[src/rtl/clk_div_bank_if.sv]
// Divisor write port and per-channel divider outputs for clk_div_bank.
// The master side writes divisors and realigns; the slave side produces rates.
interface clk_div_bank_if #(
    parameter int NUM_CH = 2,
    parameter int DIV_W  = 20,
    parameter int CH_W   = 3
);
    logic              wr_en;
    logic [CH_W-1:0]   wr_ch;
    logic [DIV_W-1:0]  wr_data;
    logic              sync;
    logic [NUM_CH-1:0] clk_out;
    logic [NUM_CH-1:0] tick;
    logic [NUM_CH-1:0] active;

    modport master (
        output wr_en, wr_ch, wr_data, sync,
        input  clk_out, tick, active
    );

    modport slave (
        input  wr_en, wr_ch, wr_data, sync,
        output clk_out, tick, active
    );
endinterface

[src/rtl/clk_div_bank.sv]
// Multi-channel programmable clock-enable divider with run-time divisors.
// Define CLKDIV_CASCADE_EN to chain channel k off the tick of channel k-1.
module clk_div_bank #(
    parameter int NUM_CH  = 2,
    parameter int DIV_W   = 20,
    parameter int DEF_DIV = 49,
    parameter int CH_W    = 3
) (
    input  logic          clk,
    input  logic          rst,
    clk_div_bank_if.slave bus
);
    localparam logic [DIV_W-1:0] DEF_D = DIV_W'(DEF_DIV);

    logic [DIV_W-1:0]  div_q [NUM_CH];
    logic [DIV_W-1:0]  cnt_q [NUM_CH];
    logic [NUM_CH-1:0] clk_q;
    logic [NUM_CH-1:0] tick_q;
    logic [NUM_CH-1:0] act_q;
    logic [NUM_CH-1:0] adv;

    always_comb begin
        adv = '1;
`ifdef CLKDIV_CASCADE_EN
        // Registered tick of the previous stage gates this one
        for (int k = 1; k < NUM_CH; k++) begin
            adv[k] = tick_q[k-1];
        end
`endif
    end

    always_ff @(posedge clk or posedge rst) begin
        if (rst) begin
            for (int k = 0; k < NUM_CH; k++) begin
                div_q[k]  <= DEF_D;
                cnt_q[k]  <= '0;
                clk_q[k]  <= 1'b0;
                tick_q[k] <= 1'b0;
                act_q[k]  <= (DEF_D != '0);
            end
        end else begin
            for (int k = 0; k < NUM_CH; k++) begin
                if (bus.wr_en && bus.wr_ch == CH_W'(k)) begin
                    div_q[k]  <= bus.wr_data;
                    act_q[k]  <= (bus.wr_data != '0);
                    cnt_q[k]  <= '0;
                    clk_q[k]  <= 1'b0;
                    tick_q[k] <= 1'b0;
                end else if (bus.sync || div_q[k] == '0) begin
                    cnt_q[k]  <= '0;
                    clk_q[k]  <= 1'b0;
                    tick_q[k] <= 1'b0;
                end else if (adv[k]) begin
                    if (cnt_q[k] == div_q[k]) begin
                        cnt_q[k]  <= '0;
                        clk_q[k]  <= ~clk_q[k];
                        tick_q[k] <= ~clk_q[k];
                    end else begin
                        cnt_q[k]  <= cnt_q[k] + DIV_W'(1);
                        tick_q[k] <= 1'b0;
                    end
                end else begin
                    tick_q[k] <= 1'b0;
                end
            end
        end
    end

    assign bus.clk_out = clk_q;
    assign bus.tick    = tick_q;
    assign bus.active  = act_q;
endmodule
[src/flat_wrapper.sv]
// flat-port wrapper written by rule: the top's interface ports become plain ports
module clk_div_bank_flat 
#(
    parameter int NUM_CH  = 2,
    parameter int DIV_W   = 20,
    parameter int DEF_DIV = 49,
    parameter int CH_W    = 3
)
  (clk, rst, bus_wr_en, bus_wr_ch, bus_wr_data, bus_sync, bus_clk_out, bus_tick, bus_active);
  clk_div_bank_if #(.NUM_CH(NUM_CH), .DIV_W(DIV_W), .CH_W(CH_W)) bus_i ();
  input  logic clk;
  input  logic rst;
  input wire logic [$bits(bus_i.wr_en)-1:0] bus_wr_en;
  input wire logic [$bits(bus_i.wr_ch)-1:0] bus_wr_ch;
  input wire logic [$bits(bus_i.wr_data)-1:0] bus_wr_data;
  input wire logic [$bits(bus_i.sync)-1:0] bus_sync;
  output wire logic [$bits(bus_i.clk_out)-1:0] bus_clk_out;
  output wire logic [$bits(bus_i.tick)-1:0] bus_tick;
  output wire logic [$bits(bus_i.active)-1:0] bus_active;
  assign bus_i.wr_en = bus_wr_en;
  assign bus_i.wr_ch = bus_wr_ch;
  assign bus_i.wr_data = bus_wr_data;
  assign bus_i.sync = bus_sync;
  assign bus_clk_out = bus_i.clk_out;
  assign bus_tick = bus_i.tick;
  assign bus_active = bus_i.active;
  clk_div_bank #(.NUM_CH(NUM_CH), .DIV_W(DIV_W), .DEF_DIV(DEF_DIV), .CH_W(CH_W)) u_core (.clk(clk), .rst(rst), .bus(bus_i));
endmodule
[config.mk]
export PLATFORM = sky130hd
export DESIGN_NAME = clk_div_bank_flat
export DESIGN_NICKNAME = d
export VERILOG_FILES = /design/src/rtl/clk_div_bank_if.sv /design/src/rtl/clk_div_bank.sv /design/src/flat_wrapper.sv
export SDC_FILE = /design/constraint.sdc
export NUM_CORES = 1
export LEC_CHECK = 0
export BUFFER_PORTS_ARGS = -buffer_cell sky130_fd_sc_hd__buf_2
export CAP_MARGIN = 20
export CORE_MARGIN = 2
export CORE_UTILIZATION = 30
export CTS_BUF_LIST = sky130_fd_sc_hd__clkbuf_2
export CTS_CLUSTER_DIAMETER = 30
export DETAILED_ROUTE_END_ITERATION = 10
export GPL_ROUTABILITY_DRIVEN = 0
export PLACE_DENSITY_LB_ADDON = 0.12
export SYNTH_ARGS = -nofsm -noshare
export SYNTH_HDL_FRONTEND = slang
export SYNTH_SLANG_ARGS = --single-unit
[constraint.sdc]
create_clock -name clk -period 4.25 [get_ports clk]
set_clock_uncertainty 0.15 [all_clocks]
set_input_delay 1.275 -clock clk [delete_from_list [all_inputs] [get_ports clk]]
set_output_delay 1.275 -clock clk [all_outputs]
set_load 0.02 [all_outputs]
Word level (Yosys, flattened, before mapping)
Cells that the tools add are included.
- mux-type cells: 18
- add/sub/neg operators: 2
- reduce and logical (&&, ||, !) cells: 10
- equality and inequality tests: 3
- bitwise gates (word level): 2
- operators by type and width (cell ; number):
    20-bit 2-to-1 mux ; 6
    20-bit by 1-bit adder with 20-bit output, second input constant ; 2
    20-bit equality test ; 2
    20-bit logical NOT ; 2
    20-bit nonzero test ; 1
    1-bit 2-to-1 mux ; 12
    3-bit nonzero test ; 2
    3-bit by 1-bit equality test with 1-bit output, second input constant ; 1
    3-bit logical NOT ; 1
    1-bit logical AND ; 2
    1-bit logical OR ; 2
    1-bit NOT ; 2
- output and inout bits: 6
- input bits: 27
- register bits: 86

Depth between registers and ports, before layout
Gate-level depths: netlist (run 1).
- word-level depth: 4
- gate-level depth with buffers: 6

Worst setup path after synthesis (run 1)
Ideal clock, no wire load.
- path type: input to register
- from: input port bus_wr_ch[1]
- to: register u_core.div_q[21] (netlist bit)
- data arrival time: 2.301 ns
- data required time: 3.975 ns
- setup slack: 1.674 ns
- setup time: 0.125 ns
- cell stages on the path: 3
- cell sequence: nor4b_2 buf_2 mux2_2
- word-level cells in the longest chain between the ends: 2
- ends and longest elaborated chain (what ; line ; RTL):
    start, declared ; flat_wrapper.sv:14 ; input wire logic [$bits(bus_i.wr_ch)-1:0] bus_wr_ch;
    3-bit logical NOT ; clk_div_bank.sv:43 ; if (bus.wr_en && bus.wr_ch == CH_W'(k)) begin
    1-bit logical AND ; clk_div_bank.sv:43 ;
    end signal, assigned by index ; clk_div_bank.sv:44 ; div_q[k] <= bus.wr_data;
    end, declared ; clk_div_bank.sv:15 ; logic [DIV_W-1:0] div_q [NUM_CH];
Every way passes these cells.
A chain may end at the register's enable or synchronous reset.

Worst setup path in the final report (run 1)
- from: register u_core.act_q[1] (netlist: u_core.bus.active[1])
- to: output port bus_active[1]
- RTL lines (what ; line ; RTL):
    start, declared ; clk_div_bank.sv:19 ; logic [NUM_CH-1:0] act_q;
    start signal, assigned by index ; clk_div_bank.sv:39 ; act_q[k] <= (DEF_D != '0);
    start signal, assigned by index ; clk_div_bank.sv:45 ; act_q[k] <= (bus.wr_data != '0);
    end, declared ; flat_wrapper.sv:19 ; output wire logic [$bits(bus_i.active)-1:0] bus_active;
No word-level cell between the ends.

==> impl_metrics.py, run 1 <==
metrics = {
    "sta": {
        "finalSetupTns_ns": 0,
        "period_share_pct": 63.9,
        "slew_violations": 0,
        "rsz0062_at_grt": "no",
        "setup_ws_ns": 1.53,
        "tightest_slew_ns": 0.775,
        "timing.final.hold_violations": 0,
        "setup_viol": 0,
        "relSlewSlack_pct": 48.3,
        "layout_min_cycle_time_ns": 2.72,
        "clock.fmax_mhz": 368,
    },
    "finish": {
        "mostFrequentLayoutCells": "78 x dfrtp_1, 62 x xor2_1, 48 x nor2_1",
        "drive_gt1_share_pct": 25.8,
        "num_antenna_cells": 0,
        "syn2layout_area_growth_pct": 14.3,
        "layout_commonest_cell": "dfrtp_1",
        "layout.nets": 431,
    },
    "critical_path": {
        "worstPathRequired_ns": 2.82,
        "crit_slowest_cell": "dfstp_2",
        "criticalPathCategory": "flop to output port",
        "path_delay_family": "flip-flops",
        "worstSetupEndpointType": "output port",
        "cp_num_buf_inv": 1,
        "crit_chain": "buf_2",
        "crit_fanout": 2,
        "crit_arrival_ns": 1.29,
        "cp_slowest_stage_delay_ns": 0.58,
        "start_kind": "flop",
    },
    "die": {
        "row_count": 42,
        "die_w_um": 121,
        "ios": 33,
        "initial_core_util_pct": 31.0,
        "coreArea_um2": 13300,
        "dieArea_um2": 14700,
        "die-height_um": 121,
    },
    "synth": {
        "synthMuxAreaShare_pct": 10.9,
        "synth-seq-area-share_pct": 52.3,
        "syn_nets": 392,
        "synth_xor_area_share_pct": 16.1,
        "synthSimpleGateAreaFrac_pct": 17.0,
        "synth_warnings": 0,
        "synth_area_um2": 4130,
        "synth_area_per_cell_um2": 11.4,
        "syn_inst": 363,
        "ys_types": 27,
        "synthAdderAreaFrac_pct": 0.605,
        "ys_ff_latch": 86,
        "synth_compound_area_share_pct": 1.57,
        "synth_top_family_by_area": "simple AND/OR/NAND/NOR gates",
    },
    "cts": {
        "cts_sinks": 86,
        "cts_tree": "done",
        "h-tree-depth": 3,
        "insertion_delay_ns": 0.57,
        "numCtsBuffers": 9,
        "clk_pin_slew_ns": 0.23,
        "cts_max_path_buffers": 2,
        "post_cts_buffers": 0,
        "cts_resized": 0,
        "cts_hold_buf": 0,
        "cts_root_buffer": "clkbuf_2",
    },
    "global_routing": {
        "met1_usage_pct": 19.3,
        "grtUsageTotal_pct": 14.4,
        "grt_overflow": 0,
        "grt_util_met3_pct": 4.32,
        "use_met2_pct": 22.7,
        "grt_pass1_vias": 2882,
        "grt_pass1_wl_mm": 15.9,
        "grt_antenna_before_repair": 0,
        "grt_start_max_net_pins": 45,
        "top_usage_layer": "met2",
    },
    "worst_hold_path": {
        "hold_class": "flop to flop",
    },
    "placed_design": {
        "place_hpwl_mm": 7.16,
        "place_worst_setup_slack_ns": 1.24,
        "port_buffers": 32,
    },
    "routing": {
        "drc": 0,
        "ant_nets": 0,
        "via_per_inst": 4.69,
        "route.detailed.wl_per_inst_um": 16.5,
        "vias": 2736,
        "first_iter_violations": 216,
        "first_pass_iters": 4,
        "drt-total-wl_mm": 9.63,
    },
    "power_and_ir_drop": {
        "irDropWorstVdd_uv": 175,
        "powerDensity_nw_per_um2": 395,
        "p_leak_nw": 2.09,
    },
    "status": {
        "status": "completed",
    },
    "flow_run": {
        "drv_cap": 0,
    },
}
[logic make-up after synthesis]
kind of cell / Yosys count
AND/OR/NAND/NOR: 135
AO/OA/AOI/OAI: 10
multiplexers: 40
adder cells (fa/ha/maj): 2
flip-flops: 86
XOR/XNOR: 76
buffers and inverters: 14
[cell usage after synthesis, drive strengths merged]
| cell type | n | area, um^2 |
|---|---|---|
| nor4 | 28 | 175 |
| nand3 | 14 | 70.1 |
| mux2 | 40 | 450 |
| or3 | 2 | 12.5 |
| nor4b | 2 | 30.0 |
| nand2 | 16 | 60.1 |
| nor2 | 48 | 180 |
| xnor2 | 14 | 123 |
| ha | 2 | 25.0 |
| a21oi | 4 | 20.0 |
| o21ai | 2 | 10.0 |
| and3 | 7 | 43.8 |
| nand4 | 7 | 43.8 |
| xor2 | 62 | 543 |
| nor3 | 2 | 15.0 |
| o21bai | 2 | 15.0 |
| inv | 5 | 18.8 |
| and2 | 1 | 6.26 |
| a311o | 2 | 20.0 |
| dfstp | 8 | 210 |
| clkbuf | 1 | 3.75 |
| nor4bb | 1 | 10.0 |
| dfrtp | 78 | 1950 |
| and4 | 5 | 43.8 |
| nor2b | 2 | 12.5 |
| buf | 8 | 40.0 |
[stage by stage]
step	hold slack, ns	cells	area [um^2]	utilization, %	total power, mW
after global routing	0.392	583	4730	35.4	1.98
after CTS	0.372	583	4730	35.4	1.90
final	0.371	583	4730	35.4	1.87
after floorplan	0.333	363	4130	-	1.18
after detailed placement	0.346	567	4550	34.1	1.29
after global placement	0.333	567	4550	34.1	1.28
[per-layer routing]
layer | wire length, um | vias to the layer above
met5 | 0 | -
met2 | 4570 | 38
met1 | 4570 | 1354
li1 | - | 1334
met3 | 336 | 10
met4 | 157 | 0
[final timing paths]
kind / startpoint / endpoint / slack, ns / depth (start not counted)
min reg2reg: u_core.bus.active[0] / u_core.bus.active[0] / 0.37 / 2
min in group asynchronous: rst / u_core.div_q[23] / 0.62 / 2
max reg2reg: u_core.cnt_q[27] / u_core.cnt_q[26] / 1.88 / 6
min: u_core.bus.active[0] / u_core.bus.active[0] / 0.37 / 2
max in group asynchronous: rst / u_core.bus.active[0] / 2.56 / 3
max: u_core.bus.active[1] / bus_active[1] / 1.53 / 1
[worst min-delay path: stages (launching register included)]
cell and delay, ns:
dfstp_2 0.42, nor2_1 0.09, a21oi_1 0.05
[power breakdown]
part / internal, mW / switching (mW)
combinational: 0.133 / 0.114
clock: 0.309 / 0.296
sequential: 0.919 / 0.0976
[state kept, by name (all words and copies together) (netlist names)]
name and cells:
u_core.cnt_q 40, u_core.div_q 40, u_core.bus.active 2, u_core.bus.clk_out 2
u_core.bus.tick 2
[layout make-up]
type | instances | area [um^2]
clock buffers | 9 | 45.0
clock inverters | 7 | 136
fillers | 1375 | 8620
inverters | 5 | 20.0
multi-input cells | 263 | 1930
flip-flops and latches | 86 | 2160
well taps | 176 | 220
repair buffers | 37 | 210
No activity file was read; power rests on OpenSTA's default activity.
==> run 2: changes to the inputs <==
--- a/config.mk
+++ b/config.mk
@@ -5,6 +5,7 @@
 export SDC_FILE = /design/constraint.sdc
 export NUM_CORES = 1
 export LEC_CHECK = 0
+export ABC_AREA = 1
 export BUFFER_PORTS_ARGS = -buffer_cell sky130_fd_sc_hd__buf_2
 export CAP_MARGIN = 20
 export CORE_MARGIN = 2
==> constraint.sdc (replaced) <==
create_clock -name clk -period 2.6 [get_ports clk]
set_clock_uncertainty 0.15 [all_clocks]
set_input_delay 0.78 -clock clk [delete_from_list [all_inputs] [get_ports clk]]
set_output_delay 0.78 -clock clk [all_outputs]
set_load 0.02 [all_outputs]
==> run 2 against run 1 <==
  * Sequential share of layout area down 4.3 points
  * Synthesized cell count up 79%
  * Register-to-register slack worse by 1.2 ns
  * Critical path type unchanged
  * Routed wire length up 19%
  * Non-clock buffer count down 1
  * Design area up 10%
  * Sequential power up 58%
  * Combinational power up 110%
==> impl_metrics.py, run 2 <==
metrics = {
    "status": {
        "status": "completed",
    },
    "critical_path": {
        "cp_slowest_stage_delay_ns": 0.61,
        "start_kind": "flop",
        "cp_num_buf_inv": 1,
        "crit_slowest_cell": "dfstp_2",
        "crit_chain": "buf_2",
        "worstPathRequired_ns": 1.67,
        "r2r_slack_ns": 0.65,
        "criticalPathCategory": "flop to output port",
        "r2r_start": "u_core.cnt_q[0]",
        "timing.rr.end": "u_core.cnt_q[14]",
        "path_delay_family": "flip-flops",
        "worstSetupEndpointType": "output port",
        "reg2reg_depth": 10,
        "crit_fanout": 2,
        "crit_arrival_ns": 1.37,
    },
    "power_and_ir_drop": {
        "swShare_pct": 32.6,
        "pwr-share-clk_pct": 25.1,
        "irDropWorstVdd_uv": 198,
        "seq_power_share_pct": 56.8,
        "p_comb_share_pct": 18.0,
        "netSwitchingPower_mw": 0.926,
        "internal_power_mw": 1.91,
        "p_leak_nw": 2.56,
        "powerDensity_nw_per_um2": 544,
    },
    "cts": {
        "cts_hold_buf": 0,
        "clk_pin_slew_ns": 0.26,
        "cts_tree": "done",
        "cts_max_path_buffers": 2,
        "numCtsBuffers": 9,
        "post_cts_buffers": 0,
        "insertion_delay_ns": 0.60,
        "cts_sinks": 86,
        "h-tree-depth": 3,
        "cts_root_buffer": "clkbuf_2",
        "cts_resized": 0,
    },
    "synth": {
        "syn_nets": 680,
        "synth_area_um2": 4690,
        "syn_inst": 651,
        "synth_ff_type": "dfrtp_1",
        "synth.area.top_cells": "dfrtp_1 42%, nand2_1 17%, inv_1 8.4%, nor2_1 7.9%, o21ai_0 4.8%",
        "async_reset_ff_share_pct": 100,
        "ys_types": 26,
        "yosys.area.top_type_share_pct": 41.6,
        "ys_ff_latch": 86,
        "synth_warnings": 0,
        "synth-seq-area-share_pct": 46.1,
        "synth_area_per_cell_um2": 7.21,
        "synth-edff-count": 0,
        "ys_top_cells_by_count": "207 x nand2_1, 105 x inv_1, 99 x nor2_1, 78 x dfrtp_1, 45 x o21ai_0",
        "synth_top_area_cell": "dfrtp_1",
        "synth_most_common_cell": "nand2_1",
    },
    "die": {
        "row_count": 45,
        "dieArea_um2": 16700,
        "ios": 33,
        "coreArea_um2": 15300,
        "initial_core_util_pct": 30.8,
        "die_w_um": 129,
        "die-height_um": 129,
    },
    "finish": {
        "drive_gt1_share_pct": 10.5,
        "layout_commonest_cell": "nand2_1",
        "top_regs": "u_core.cnt_q: 40 flops, u_core.div_q: 40 flops",
        "layout.nets": 717,
        "syn2layout_area_growth_pct": 11.1,
        "mostFrequentLayoutCells": "207 x nand2_1, 104 x inv_1, 99 x nor2_1",
    },
    "routing": {
        "first_iter_violations": 258,
        "wl_met1_mm": 5.37,
        "highest_layer": "met4",
        "drt-total-wl_mm": 11.4,
        "drc": 0,
        "first_pass_iters": 5,
        "ant_nets": 0,
        "vias": 3839,
        "wl_met2_mm": 5.64,
        "route.detailed.wl_per_inst_um": 12.6,
        "via_per_inst": 4.24,
        "wl_met3_um": 273,
    },
    "sta": {
        "rsz0062_at_grt": "no",
        "finalSetupTns_ns": 0,
        "layout_min_cycle_time_ns": 2.30,
        "slew_violations": 0,
        "relSlewSlack_pct": 68.6,
        "hold_ws_ns": 0.116,
        "setup_viol": 0,
        "period_share_pct": 88.5,
        "clock.fmax_mhz": 435,
        "tightest_slew_ns": 0.471,
        "timing.final.hold_violations": 0,
    },
    "global_routing": {
        "grt_overflow": 0,
        "grtUsageTotal_pct": 15.1,
        "grt_antenna_before_repair": 1,
        "grt_pass1_wl_mm": 19.4,
        "grt_start_max_net_pins": 87,
        "grt_pass1_vias": 3788,
    },
    "worst_hold_path": {
        "hold_class": "input pin to asynchronous set/reset pin",
    },
    "placed_design": {
        "place_hpwl_mm": 8.75,
        "port_buffers": 32,
    },
    "flow_run": {
        "drv_cap": 0,
    },
}
==> run 2: worst max path at each step <==
stage | from | to | slack (ns) | cells after the start
CTS | u_core.bus.active[0] | bus_active[0] | 0.23 | 1
finish | u_core.bus.active[0] | bus_active[0] | 0.30 | 1
global route | u_core.bus.active[0] | bus_active[0] | 0.17 | 1
floorplan | rst | u_core.bus.clk_out[0] | 0.68 | 1
detailed placement | bus_wr_ch[1] | u_core.cnt_q[15] | 0.45 | 9
global placement | bus_wr_ch[1] | u_core.cnt_q[15] | 0.47 | 9
==> run 2: routing by layer <==
metal | global-route usage (%) | vias to the layer above
li1 | - | 2059
met4 | 3.90 | 0
met3 | 3.88 | 12
met5 | 0 | -
met2 | 25.8 | 31
met1 | 19.0 | 1737
==> run 2: kinds of logic (layout without fill, tap and decap cells) <==
kind of cell	count (synthesis)	in the layout	synth area share, %
compound gates	48	48	5.17
xor+xnor	34	34	6.34
fa+ha+maj	2	2	0.533
buf+inv	118	160	10.0
flops	86	86	46.1
other cells	0	1	0
simple gates	363	363	31.9
==> run 2: cell type report <==
class	count	area [um^2]
well taps	211	264
repair buffers	36	203
flip-flops and latches	86	2160
multi-input cells	447	2060
diodes	1	2.50
inverters	108	409
clock inverters	6	62.6
fillers	1652	10000
clock buffers	10	50.0
==> run 2: per-stage QoR <==
step                      util, %  area, um^2  std cells  setup WS [ns]  power (mW)
after floorplan                 -        4700        651          0.680        1.99
after global placement       33.4        5100        888          0.474        2.16
after detailed placement     33.4        5100        888          0.455        2.16
after CTS                    34.2        5210        904          0.228        2.89
after global routing         34.2        5210        905          0.167        3.07
final                        34.2        5210        905          0.300        2.84
==> run 2: tightest hold or removal path, cell delays in order <==
cell	delay (ns)
buf_2	0.11
clkinvlp_4	0.07
buf_12	0.38
==> run 2: power by group through the flow <==
stage                     logic (mW)  clock network [mW]  registers, mW
after floorplan                0.383                   0           1.60
after global placement         0.517                   0           1.64
after detailed placement       0.526                   0           1.64
after CTS                      0.527               0.750           1.62
after global routing           0.609               0.818           1.64
final                          0.512               0.712           1.61
==> run 3: changes to the inputs <==
--- a/config.mk
+++ b/config.mk
@@ -14,7 +14,7 @@
 export CTS_CLUSTER_DIAMETER = 30
 export DETAILED_ROUTE_END_ITERATION = 10
 export GPL_ROUTABILITY_DRIVEN = 0
-export PLACE_DENSITY_LB_ADDON = 0.12
+export PLACE_DENSITY = 0.43
 export SYNTH_ARGS = -nofsm -noshare
 export SYNTH_HDL_FRONTEND = slang
 export SYNTH_SLANG_ARGS = --single-unit
==> run 3 against run 2 <==
  * Final cell count unchanged
  * Register-to-register slack got worse by 0.02 ns
  * Flip-flop and latch count unchanged
  * Largest power group unchanged
==> impl_metrics.py, run 3 (synthesis results as in run 2) <==
metrics = {
    "critical_path": {
        "cp_slowest_stage_delay_ns": 0.60,
        "crit_slowest_cell": "dfstp_2",
        "start_kind": "flop",
        "crit_chain": "buf_2",
        "crit_arrival_ns": 1.35,
        "criticalPathCategory": "flop to output port",
        "crit_fanout": 2,
        "timing.rr.end": "u_core.cnt_q[14]",
        "worstSetupEndpointType": "output port",
        "cp_num_buf_inv": 1,
        "path_delay_family": "flip-flops",
        "r2r_slack_ns": 0.63,
        "worstPathRequired_ns": 1.67,
        "r2r_start": "u_core.cnt_q[0]",
        "reg2reg_depth": 10,
    },
    "routing": {
        "drc": 0,
        "route.detailed.wl_per_inst_um": 12.8,
        "first_pass_iters": 5,
        "via_per_inst": 4.30,
        "ant_nets": 0,
        "vias": 3896,
        "first_iter_violations": 245,
        "drt-total-wl_mm": 11.6,
    },
    "power_and_ir_drop": {
        "swShare_pct": 32.5,
        "netSwitchingPower_mw": 0.924,
        "pwr-share-clk_pct": 25.0,
        "powerDensity_nw_per_um2": 546,
        "p_comb_share_pct": 18.2,
        "irDropWorstVdd_uv": 292,
        "seq_power_share_pct": 56.8,
        "internal_power_mw": 1.92,
        "p_leak_nw": 2.57,
    },
    "cts": {
        "cts_hold_buf": 0,
        "cts_tree": "done",
        "post_cts_buffers": 0,
        "h-tree-depth": 3,
        "cts_sinks": 86,
        "cts_root_buffer": "clkbuf_2",
        "numCtsBuffers": 9,
        "cts_max_path_buffers": 2,
        "insertion_delay_ns": 0.59,
        "cts_resized": 0,
        "clk_pin_slew_ns": 0.25,
    },
    "global_routing": {
        "grt_pass1_vias": 3724,
        "grt_start_max_net_pins": 87,
        "grt_overflow": 0,
        "grt_pass1_wl_mm": 19.2,
        "grt_antenna_before_repair": 0,
        "grtUsageTotal_pct": 14.9,
    },
    "finish": {
        "syn2layout_area_growth_pct": 11.1,
        "layout_commonest_cell": "nand2_1",
        "num_antenna_cells": 0,
        "drive_gt1_share_pct": 10.8,
        "top_regs": "u_core.cnt_q: 40 flops, u_core.div_q: 40 flops",
        "fillCellCount": 1662,
        "mostFrequentLayoutCells": "207 x nand2_1, 104 x inv_1, 99 x nor2_1",
        "seq_area_um2": 2160,
        "layout.nets": 718,
        "multi_input_area_um2": 2060,
    },
    "die": {
        "initial_core_util_pct": 30.8,
        "row_count": 45,
        "die-height_um": 129,
        "ios": 33,
        "coreArea_um2": 15300,
        "dieArea_um2": 16700,
        "die_w_um": 129,
    },
    "sta": {
        "rsz0062_at_grt": "no",
        "relSlewSlack_pct": 68.1,
        "slew_violations": 0,
        "setup_viol": 0,
        "clock.fmax_mhz": 439,
        "tightest_slew_ns": 0.474,
        "layout_min_cycle_time_ns": 2.28,
        "finalSetupTns_ns": 0,
        "timing.final.hold_violations": 0,
        "period_share_pct": 87.6,
        "setup_ws_ns": 0.323,
    },
    "flow_run": {
        "drv_cap": 0,
    },
    "status": {
        "status": "completed",
    },
    "placed_design": {
        "place_worst_setup_slack_ns": 0.401,
        "place_hpwl_mm": 8.85,
        "port_buffers": 32,
    },
    "worst_hold_path": {
        "hold_class": "input pin to asynchronous set/reset pin",
    },
}
==> run 3: cell count changes in the layout (fill, tap and decap cells not counted) <==
cell        previous run  this run
buf_4                  3         4
clkbuf_2              10        12
clkinv_1               1         0
clkinv_2               1         2
clkinv_4               1         0
clkinvlp_4             3         2
diode_2                1         0
==> run 3: power by group through the flow <==
stage	Combinational, mW	Clock, mW	Sequential, mW
3_3_place_gp	0.524	0	1.64
5_1_grt	0.612	0.791	1.64
2_1_floorplan	0.383	0	1.60
6_report	0.518	0.712	1.62
4_1_cts	0.533	0.745	1.61
3_5_place_dp	0.532	0	1.63
==> run 3: through the flow <==
stage	util, %	hold WS, ns	instances	area [um^2]	power [mW]
after floorplan	-	0.322	651	4700	1.99
after global placement	33.5	0.334	889	5110	2.16
after detailed placement	33.5	0.336	889	5110	2.17
after CTS	34.2	0.108	905	5210	2.89
after global routing	34.2	0.113	905	5210	3.04
final	34.2	0.144	905	5210	2.85
==> run 3: how the worst max path moves through the flow <==
stage | from | endpoint | cells past startpoint
after floorplan | rst | u_core.bus.clk_out[0] | 1
after global placement | bus_wr_ch[1] | u_core.cnt_q[16] | 9
after detailed placement | bus_wr_ch[1] | u_core.cnt_q[36] | 9
after CTS | u_core.bus.active[1] | bus_active[1] | 1
after global routing | u_core.bus.active[0] | bus_active[0] | 1
final | u_core.bus.active[0] | bus_active[0] | 1
==> run 3: metal layers <==
metal	track usage, %	vias to the layer above	wire, um
met1	19.1	1799	5520
met2	25.6	34	5640
met3	3.88	9	304
li1	-	2054	-
met5	0	-	0
met4	3.32	0	142
==> run 3: final cells by class <==
class / instances / share of cell area, %
sequential: 86 / 41.5
multi-input combinational: 447 / 39.5
inverter: 108 / 7.85
tap: 211 / 5.06
timing repair buffer: 37 / 4.03
clock buffer: 12 / 1.15
clock inverter: 4 / 0.912
